## config.mk

```make
export PLATFORM = sky130hd
export DESIGN_NAME = mem_access_ctrl
export DESIGN_NICKNAME = d
export VERILOG_FILES = /design/src/rtl/mem_access_ctrl.sv
export SDC_FILE = /design/constraint.sdc
export NUM_CORES = 1
export LEC_CHECK = 0
export ABC_AREA = 1
export CORE_MARGIN = 3
export CORE_UTILIZATION = 41
export DETAILED_ROUTE_END_ITERATION = 16
export MAX_ROUTING_LAYER = met4
export PLACE_DENSITY = 0.86
export SLEW_MARGIN = 20
export SYNTH_ARGS = -nofsm -noshare
export SYNTH_HDL_FRONTEND = slang
export SYNTH_SLANG_ARGS = --single-unit
```

## constraint.sdc

```tcl
create_clock -name clk -period 2.9 [get_ports clk]
set_clock_uncertainty 0.2 [all_clocks]
set_input_delay 0.29 -clock clk [delete_from_list [all_inputs] [get_ports clk]]
set_output_delay 0.29 -clock clk [all_outputs]
set_load 0.05 [all_outputs]
```

## src/rtl/mem_access_ctrl.sv

```systemverilog
// mem_access_ctrl
//   Sequences one CPU load/store at a time onto a 512-byte RAM port.
//   Requests are checked before the RAM is touched. A misaligned access or an
//   illegal size gives error code 01, an address outside the RAM gives code 10,
//   and a RAM that never answers gives code 11. Load data is formatted and
//   held in rdata until the next load completes.
//
//   state  | meaning
//   IDLE   | waiting for req; the request is checked and latched here
//   ACCESS | RAM enabled with the latched request; waiting for ram_finished
//   DONE   | one-cycle done pulse
//   ERR    | one-cycle err pulse with err_code
//
// Ports
//   clk, reset        clock, synchronous active-high reset
//   req, wr, addr,    CPU request (sampled in IDLE only)
//   wdata, size,
//   sign_ext
//   ram_out,          RAM read data and completion
//   ram_finished
//   ram_en, ram_rw,   RAM command (ram_rw: 1 = read)
//   ram_adr, ram_data,
//   ram_size, ram_place
//   rdata             formatted load result
//   done, err,        completion / error pulses, error code
//   err_code
//   busy              high whenever not IDLE
module mem_access_ctrl #(
  parameter int TIMEOUT = 16
) (
  input  logic        clk,
  input  logic        reset,
  input  logic        req,
  input  logic        wr,
  input  logic [31:0] addr,
  input  logic [31:0] wdata,
  input  logic [1:0]  size,
  input  logic        sign_ext,
  input  logic [31:0] ram_out,
  input  logic        ram_finished,
  output logic        ram_en,
  output logic        ram_rw,
  output logic [8:0]  ram_adr,
  output logic [31:0] ram_data,
  output logic [1:0]  ram_size,
  output logic [1:0]  ram_place,
  output logic [31:0] rdata,
  output logic        done,
  output logic        err,
  output logic [1:0]  err_code,
  output logic        busy
);

  localparam int CW = ($clog2(TIMEOUT) < 4) ? 4 : $clog2(TIMEOUT);
  localparam logic [CW-1:0] CNT_LAST = CW'(TIMEOUT - 1);

  typedef enum logic [1:0] {
    S_IDLE   = 2'd0,
    S_ACCESS = 2'd1,
    S_DONE   = 2'd2,
    S_ERR    = 2'd3
  } state_t;

  state_t state, state_nxt;

  logic          wr_q;
  logic [8:0]    addr_q;
  logic [31:0]   wdata_q;
  logic [1:0]    size_q;
  logic          sext_q;
  logic [1:0]    code_q;
  logic [CW-1:0] cnt;
  logic [31:0]   rdata_q;

  logic bad_align;
  logic bad_range;
  logic timed_out;

  // Request checks are made on the live inputs so that the decision is ready
  // at the same edge that latches the request.
  assign bad_align = (size == 2'b11) ||
                     (size == 2'b01 && addr[0]) ||
                     (size == 2'b10 && addr[1:0] != 2'b00);
  assign bad_range = |addr[31:9];
  assign timed_out = !ram_finished && (cnt == CNT_LAST);

  always_ff @(posedge clk) begin
    if (reset) state <= S_IDLE;
    else       state <= state_nxt;
  end

  always_comb begin
    state_nxt = state;
    case (state)
      S_IDLE:   if (req) state_nxt = (bad_align || bad_range) ? S_ERR : S_ACCESS;
      S_ACCESS: begin
        if (ram_finished)   state_nxt = S_DONE;
        else if (timed_out) state_nxt = S_ERR;
      end
      S_DONE:   state_nxt = S_IDLE;
      S_ERR:    state_nxt = S_IDLE;
      default:  state_nxt = S_IDLE;
    endcase
  end

  function automatic logic [31:0] fmt_load(input logic [31:0] d,
                                           input logic [1:0]  sz,
                                           input logic        sx);
    case (sz)
      2'b00:   fmt_load = {{24{sx & d[7]}}, d[7:0]};
      2'b01:   fmt_load = {{16{sx & d[15]}}, d[15:0]};
      default: fmt_load = d;
    endcase
  endfunction

  always_ff @(posedge clk) begin
    if (reset) begin
      wr_q    <= 1'b0;
      addr_q  <= '0;
      wdata_q <= '0;
      size_q  <= '0;
      sext_q  <= 1'b0;
      code_q  <= '0;
      cnt     <= '0;
      rdata_q <= '0;
    end else begin
      if (state == S_IDLE && req) begin
        wr_q    <= wr;
        addr_q  <= addr[8:0];
        wdata_q <= wdata;
        size_q  <= size;
        sext_q  <= sign_ext;
        // Alignment/size errors win over range errors.
        code_q  <= bad_align ? 2'b01 : (bad_range ? 2'b10 : 2'b00);
      end
      if (state == S_ACCESS) begin
        cnt <= cnt + CW'(1);
        if (ram_finished && !wr_q) rdata_q <= fmt_load(ram_out, size_q, sext_q);
        if (timed_out)             code_q  <= 2'b11;
      end else begin
        cnt <= '0;
      end
    end
  end

  always_comb begin
    ram_en   = 1'b0;
    ram_rw   = 1'b1;
    done     = 1'b0;
    err      = 1'b0;
    err_code = 2'b00;
    busy     = 1'b1;
    case (state)
      S_IDLE:   busy = 1'b0;
      S_ACCESS: begin
        ram_en = 1'b1;
        ram_rw = ~wr_q;
      end
      S_DONE:   done = 1'b1;
      S_ERR: begin
        err      = 1'b1;
        err_code = code_q;
      end
      default:  busy = 1'b1;
    endcase
  end

  assign ram_adr   = addr_q;
  assign ram_data  = wdata_q;
  assign ram_size  = size_q;
  assign ram_place = addr_q[1:0];
  assign rdata     = rdata_q;

endmodule

```

==> flow_results.org, run 1 <==
** Drt
- For this run, design rule violations remaining after detail routing come to 0.
- Number of detailed-routing iterations run before antenna repair :: 7
- Number of DRC violations after detailed-routing iteration 0 :: 100
- Met2 wire length :: 4980 um
- Total routed wire length on the met1 layer :: 3930 um
- Summing over every cut layer, the via total after detailed routing is 3406.
- Drt total wl :: 9870 um
- In the final routed layout, each cell accounts on average for 14.0 um.
- The detail route stage leaves a number of antenna-violating nets equal to 0.
- Uppermost routed layer :: met4
- Wire length on met3 :: 740 um
- Dividing the detail-routed via count by the number of cells gives 4.83.

** Floorplanning
- In this run the vertical extent of the chip is 94.4 um.
- Effective utilization at floorplan :: 43.3%
- The die covers 8920 um2.
- Core area :: 7410 um2
- The die is 94.4 um wide.
- After floorplanning, the core was divided into 31 placement rows.
- 188 I/O pins were placed.

** Clock network
- The number of gates resized after CTS was 0.
- TritonCTS built the clock tree.
- TritonCTS created 9 clock buffers.
- Worst-skew pair later-pin latency :: 340 ps
- In this run the clock root is driven by a sky130_fd_sc_hd__clkbuf_8.
- Sinks on Clock Net :: 85
- Clock-pin slew was measured on the worst setup and hold paths at 80 ps.
- Buffers added to address setup during post-CTS repair amount to 0.
- Hold bufs inserted after CTS :: 0
- The H-tree was split into 3 levels.
- Counting along the longest clock path gives a buffer depth of 2.

** STA
- Of the available clock period, the critical path in the final layout requires 79.9%.
- Number of setup violations in the final report :: 0
- In this run the tightest slew margin relative to its limit is 49.0%.
- The number of hold violations in the final report is 0.
- Setup Total Neg Slack :: 0 ps
- The worst path needs 2320 ps of the cycle, external delays included.
- Max Transition Viols Final :: 0
- Setup repair after global routing left no endpoint under its margin.
- Timing would allow up to 432 MHz.
- For the pin with the worst max-slew slack, the measured transition is 764 ps.

** Place
- Routability congestion estimate from global placement :: 0.856
- The wire-length estimate of the detail-placed layout is 7280 um.
- Counting tap cells, the placed design contains a total of 690 instances.
- Quantity of I/O buffers inserted on ports :: 187
- Summing all placed instances gives a cell area of 5120 um2.

** Global routing
- Total routing resource utilization after global routing :: 22.6%
- Number of global-route vias before repair :: 3405
- Entering global routing, the biggest net connects 58 pins.
- For this run the aggregate overflow at the end of global routing stands at 0.
- Wire length of the first global-routing pass :: 15700 um
- The number of antenna violations at the first check in global routing came to 0.

** Synth
- Count of distinct cell types in the synthesized netlist :: 23
- In the synthesized netlist, the number of instances is 425.
- By area the synthesized netlist is led by sky130_fd_sc_hd__dfxtp_1 (53%), sky130_fd_sc_hd__nor2_1 (15%), sky130_fd_sc_hd__o21ai_0 (12%).
- After synthesis the netlist holds a flip-flop and latch count of 85.
- The biggest area contributor in the post-synthesis netlist is sky130_fd_sc_hd__dfxtp_1.
- Yosys warning count :: 0
- Post-Synthesis Net Count :: 530
- Seq/Total Area, Yosys :: 53.1%
- Fraction of synthesized cell area taken by the top area cell type :: 53.1%
- After synthesis, the mean cell area works out to 7.54 um2.
- The synthesized netlist occupies a cell area of 3210 um2.

** Power and ir drop
- Summed over all cells, the static leakage comes to 2.13 nW.
- Summing internal, switching and leakage power gives 2.94 mW.
- For this design the ratio of total power to cell area is 554 nW/um2.
- Peak supply drop :: 448 uV

** Finish
- Compared with the post-synthesis result, the final layout area differs by 65.6%.
- Layout Cell Area excl Fill :: 5310 um2
- Fin cells :: 705
- Filler cell count in the final layout :: 604
- Cells with a size suffix above 1 make up 4.29% of the layout.
- The repair_antennas step left the layout with diodes totalling 0.
- Number of nets at the end of the flow :: 707

** Setup path
- Cell-by-cell listing of the critical path :: nand2_2 -> inv_1 -> clkdlybuf4s50_1
- Worst path required time :: 2410 ps
- Maximum single-stage delay on the critical path :: 830 ps
- Grouping stages by cell kind, the critical path spends the most delay in buffers and inverters.
- Among all stages on the critical path, the largest delay is contributed by sky130_fd_sc_hd__clkdlybuf4s50_1.
- Maximum fanout encountered on the critical timing path :: 5
- At the worst endpoint, the arrival time is 1830 ps.
- The worst setup path is launched from a flop.
- Critical Setup Path Class :: reg2out
- Count of buffering cells on the critical path with inverters included :: 2
- Critical path endpoint category :: primary output

** Run status
- The flow ran to the end, and the final reports show no timing, DRC or antenna violations.

** Run
- The tool flagged a number of max-cap violations equal to 0.

** Min path
- The path class of the tightest hold or removal check is reg2reg.
==> flip-flops by register name, indices dropped and copies added (netlist names) <==
signal / flops
ram_data: 32
rdata: 32
ram_adr: 9
cnt: 4
code_q: 2
ram_size: 2
state: 2
sext_q: 1
wr_q: 1
==> per-stage QoR <==
step	worst slack [ps]	utilization, %	hold WS (ps)
3_3_place_gp	746	69.2	230
4_1_cts	560	71.7	255
3_5_place_dp	700	69.2	244
2_1_floorplan	1070	-	159
6_report	584	71.7	257
5_1_grt	492	71.7	309
==> cell usage after synthesis <==
| library cell | instances |
|---|---|
| sky130_fd_sc_hd__nor2_1 | 131 |
| sky130_fd_sc_hd__dfxtp_1 | 85 |
| sky130_fd_sc_hd__o21ai_0 | 77 |
| sky130_fd_sc_hd__nand2_1 | 35 |
| sky130_fd_sc_hd__a21oi_1 | 33 |
| sky130_fd_sc_hd__inv_1 | 21 |
| sky130_fd_sc_hd__clkbuf_1 | 12 |
| sky130_fd_sc_hd__buf_2 | 6 |
| sky130_fd_sc_hd__nand3_1 | 4 |
| sky130_fd_sc_hd__buf_4 | 3 |
| sky130_fd_sc_hd__clkbuf_2 | 3 |
| sky130_fd_sc_hd__inv_2 | 2 |
| sky130_fd_sc_hd__nor3_1 | 2 |
| sky130_fd_sc_hd__o21ai_1 | 2 |
| sky130_fd_sc_hd__buf_6 | 1 |
| sky130_fd_sc_hd__ha_1 | 1 |
| sky130_fd_sc_hd__nand2_2 | 1 |
| sky130_fd_sc_hd__nand2_4 | 1 |
| sky130_fd_sc_hd__nand3b_1 | 1 |
| sky130_fd_sc_hd__nor2_2 | 1 |
| sky130_fd_sc_hd__nor2_4 | 1 |
| sky130_fd_sc_hd__nor3_4 | 1 |
| sky130_fd_sc_hd__o2111ai_1 | 1 |
==> final cells by class <==
cell class | count | area [um2] | area share [%]
clock buffers | 11 | 151 | 2.85
clock inverters | 4 | 32.5 | 0.613
repair buffers | 191 | 1910 | 36.1
inverters | 23 | 86.3 | 1.63
well taps | 99 | 124 | 2.33
flip-flops and latches | 85 | 1700 | 32.1
multi-input cells | 292 | 1300 | 24.5
==> kinds of logic after synthesis <==
logic type / after synthesis / share of synthesized area [%]
compound gates: 113 / 17.8
fa+ha+maj: 1 / 0.390
buf+inv: 48 / 6.56
flops: 85 / 53.1
simple gates: 178 / 22.2
==> power by group <==
group	total (mW)	leakage [nW]	switching [mW]	internal [mW]
clock network	0.779	0.0880	0.421	0.358
logic	0.855	1.34	0.526	0.329
registers	1.31	0.698	0.0479	1.26
total	2.94	2.13	0.995	1.94
==> cell usage in the layout (no fill, tap or decap), types with 3 or more instances in the layout <==
cell and instances:
sky130_fd_sc_hd__a21oi_1 33, sky130_fd_sc_hd__nand2_1 35, sky130_fd_sc_hd__clkdlybuf4s50_1 187, sky130_fd_sc_hd__dfxtp_1 85, sky130_fd_sc_hd__o21ai_0 77, sky130_fd_sc_hd__nor2_1 131
sky130_fd_sc_hd__nand3_1 4, sky130_fd_sc_hd__buf_4 3, sky130_fd_sc_hd__inv_1 20, sky130_fd_sc_hd__clkbuf_8 11
==> path summary, 6_finish.rpt <==
check | from | end | slack (ps) | cells past startpoint
hold reg to reg | cnt[0] | cnt[0] | 260 | 1
setup / recovery | state[0] | ram_en | 580 | 3
hold / removal | cnt[0] | cnt[0] | 260 | 1
setup reg to reg | state[0] | ram_size[0] | 1040 | 6
==> metal layers <==
metal,vias up,global-route usage [%]
met2,132,38.9
met3,21,5.58
met1,1535,25.7
met4,0,7.70
met5,-,-
li1,1718,-
Power figures use the tool's default switching activity.
==> inputs of run 2 (changes only) <==
- CORE_UTILIZATION: 41 -> 34
- PLACE_DENSITY: 0.86 -> 0.76
- clock period: 2.9 -> 2.02 ns (I/O delays scaled with it)
==> run 2 against run 1 <==
Via count increased by 1.4%. Die area up 19%. Flip-flop and latch count is the same. Non-clock buffer count grew 5. Clock-buffer cell count fell by 1. Hold slack got worse by 48 ps. Utilization fell by 11 points. Combinational power grew 46%. Critical endpoint is now ram_place[0].
==> flow_results.org, run 2 (synthesized netlist as in run 1, its figures left out) <==
** Setup path
- The worst setup path is launched from a flop.
- The endpoint arrival time on the critical path came to 1550 ps (-280 ps).
- The count of buffer and inverter cells on the critical path came to 1 (-1).
- Cell with the largest stage delay on the worst path :: sky130_fd_sc_hd__clkdlybuf4s50_1
- The worst setup path is of the reg2out kind.
- In this design, the largest share of critical-path delay is due to buffers and inverters.
- Maximum single-stage delay on the critical path :: 820 ps (about the same)
- STA classifies the critical path endpoint as a primary output.
- The required arrival time at the worst endpoint came to 1620 ps (-790 ps).
- The highest fanout seen on the critical path is 3 (-2).
- Cell-by-cell listing of the critical path :: clkdlybuf4s50_1

** Finish
- The final core utilization came to 60.5% (-11 points).
- Number of nets at the end of the flow :: 712 (+0.71%)
- Synth-to-Final Area Change :: 68.6%
- The number of cells in the finished layout apart from fillers came to 720 (+2.1%).
- Commonest non-fill, non-tap cell in the layout :: sky130_fd_sc_hd__clkdlybuf4s50_1
- In the layout the commonest cells are sky130_fd_sc_hd__clkdlybuf4s50_1 (177), sky130_fd_sc_hd__nor2_1 (131), sky130_fd_sc_hd__dfxtp_1 (85).
- The total of fill cells in the finished design came to 809 (+34%).
- The register area was 1700 um2 (unchanged).
- The area taken by multi-input logic gates is 1300 um2 (unchanged).
- The diode insertion count for antenna repair came to 0 (unchanged).
- The fraction of final layout cells with drive strength greater than 1 is 7.03% (+2.7 points).
- Layout Cell Area excl Fill :: 5410 um2 (+1.8%)

** Global routing
- The number of antenna violations at the first check in global routing was 0 (unchanged).
- The overall fraction of global-route tracks in use was 19.2% (-3.5 points).
- Maximum number of pins on one net before global-route repair :: 54 (-6.9%)
- The residual overflow from global routing was 0 (unchanged).
- Wire length of the first global-routing pass :: 15700 um (about the same)
- Number of global-route vias before repair :: 3371 (-1.0%)

** STA
- The total negative setup slack is 0 ps (unchanged).
- Derived from the worst setup path, the maximum achievable clock frequency is 513 MHz.
- Number of hold violations in the final report :: 0 (unchanged)
- The tightest slew margin relative to the limit came to 64.0% (+15 points).
- Number of setup violations in the final report :: 0 (unchanged)
- RSZ-0062 raised after global routing :: no
- In the finished design, the share of the clock period the worst path needs comes to 96.4%.
- Min Clock Period, post-route :: 1950 ps
- Transition time at the pin with the least slew margin :: 538 ps (-226 ps)
- Crit path setup slack, layout :: 72.6 ps (-511 ps)
- Max Transition Viols Final :: 0 (unchanged)
- Worst hold margin :: 209 ps (-48.3 ps)

** Drt
- The number of iterations in the first detailed-routing pass was 4 (-3).
- The remaining routing DRC violations came to 0 (unchanged).
- The total vias in the final route was 3454 (+1.4%).
- Drt total wl :: 9990 um (+1.2%)
- The ratio of routed vias to standard cells came to 4.80 (-0.70%).
- Avg WL per Cell :: 13.9 um (-0.87%)
- The post-route antenna net violation count is 0 (unchanged).
- The violation count after the first detailed-route iteration was 96 (-4.0%).

** Clock network
- CTS H-tree lvls :: 3 (unchanged)
- The clock tree buffer depth is 2 (unchanged).
- TritonCTS clock tree :: yes
- The clock insertion delay at the later pin of the skew report was 350 ps (about the same).
- Clock-pin transition on the worst setup and hold timing paths :: 100 ps (+20 ps)
- Number of buffers inserted by post-CTS setup repair :: 0 (unchanged)
- The number of sinks driven by the clock tree came to 85 (unchanged).
- Number of buffers added by the clock tree synthesis step :: 9 (unchanged)
- Root Driver :: sky130_fd_sc_hd__clkbuf_8
- Hold bufs inserted after CTS :: 0 (unchanged)
- CTS resizes :: 0 (unchanged)

** Run status
- The flow ran to the end, and the final reports show no timing, DRC or antenna violations.

** Place
- The weighted congestion at the end of routability-driven global placement was 0.821 (-4.1%).
- Number of cells in the design after placement :: 704 (+2.0%)
- Post-placement setup slack :: 1.54 ps (-698 ps)
- The number of I/O port buffers was 187 (unchanged).
- Placed wire-length estimate :: 7520 um (+3.3%)
- Cell area after placement :: 5170 um2 (+0.95%)

** Floorplanning
- Std-Cell Rows :: 34 (+9.7%)
- The width of the die is 103 um (+9.2%).
- The I/O pin count is 188 (unchanged).
- Core area :: 8930 um2 (+21%)
- Area enclosed by the die boundary :: 10600 um2 (+19%)
- Effective utilization at floorplan :: 35.9% (-7.4 points)
- The vertical die dimension was 103 um (+9.2%).

** Power and ir drop
- Overall Power :: 4.48 mW (+53%)
- Power per cell area :: 830 nW/um2 (+50%)
- The worst ir drop on vdd was 515 uV (+15%).
- The leakage power was 2.21 nW (+3.8%).

** Run
- Maxcap violations :: 0 (unchanged)

** Min path
- Hold Crit Class :: in2reg
-- run 2: power breakdown --
| group | internal (mW) | switching [mW] |
|---|---|---|
| logic | 0.486 | 0.760 |
| registers | 1.81 | 0.0689 |
| clock network | 0.743 | 0.622 |
| total | 3.03 | 1.45 |
-- run 2: final timing paths --
path / from / endpoint / slack (ps) / cells past startpoint
worst max-delay path: ram_adr[0] / ram_place[0] / 70 / 1
worst min-delay path: ram_out[26] / rdata[26] / 210 / 3
worst max register to register: state[0] / rdata[17] / 310 / 5
worst min register to register: cnt[0] / cnt[0] / 260 / 1
-- run 2: tightest hold or removal path, stage by stage --
cell and delay (ps):
sky130_fd_sc_hd__clkdlybuf4s50_1 400, sky130_fd_sc_hd__nand2_1 70, sky130_fd_sc_hd__a21oi_1 60
-- run 2: routing by layer --
| metal | wire length (um) | up-vias | global-route usage [%] |
|---|---|---|---|
| li1 | - | 1735 | - |
| met1 | 4310 | 1577 | 22.4 |
| met2 | 4700 | 136 | 31.5 |
| met3 | 939 | 6 | 7.65 |
| met4 | 49 | 0 | 3.59 |
| met5 | 0 | - | - |
-- run 2: final cells by class --
type                            count  share of cell area [%]
Clock inverter                      6                    1.74
Sequential cell                    85                    31.5
Inverter                           23                    1.60
Timing Repair Buffer              196                    36.1
Clock buffer                       10                    2.55
Tap cell                          108                    2.50
Multi-Input combinational cell    292                    24.0
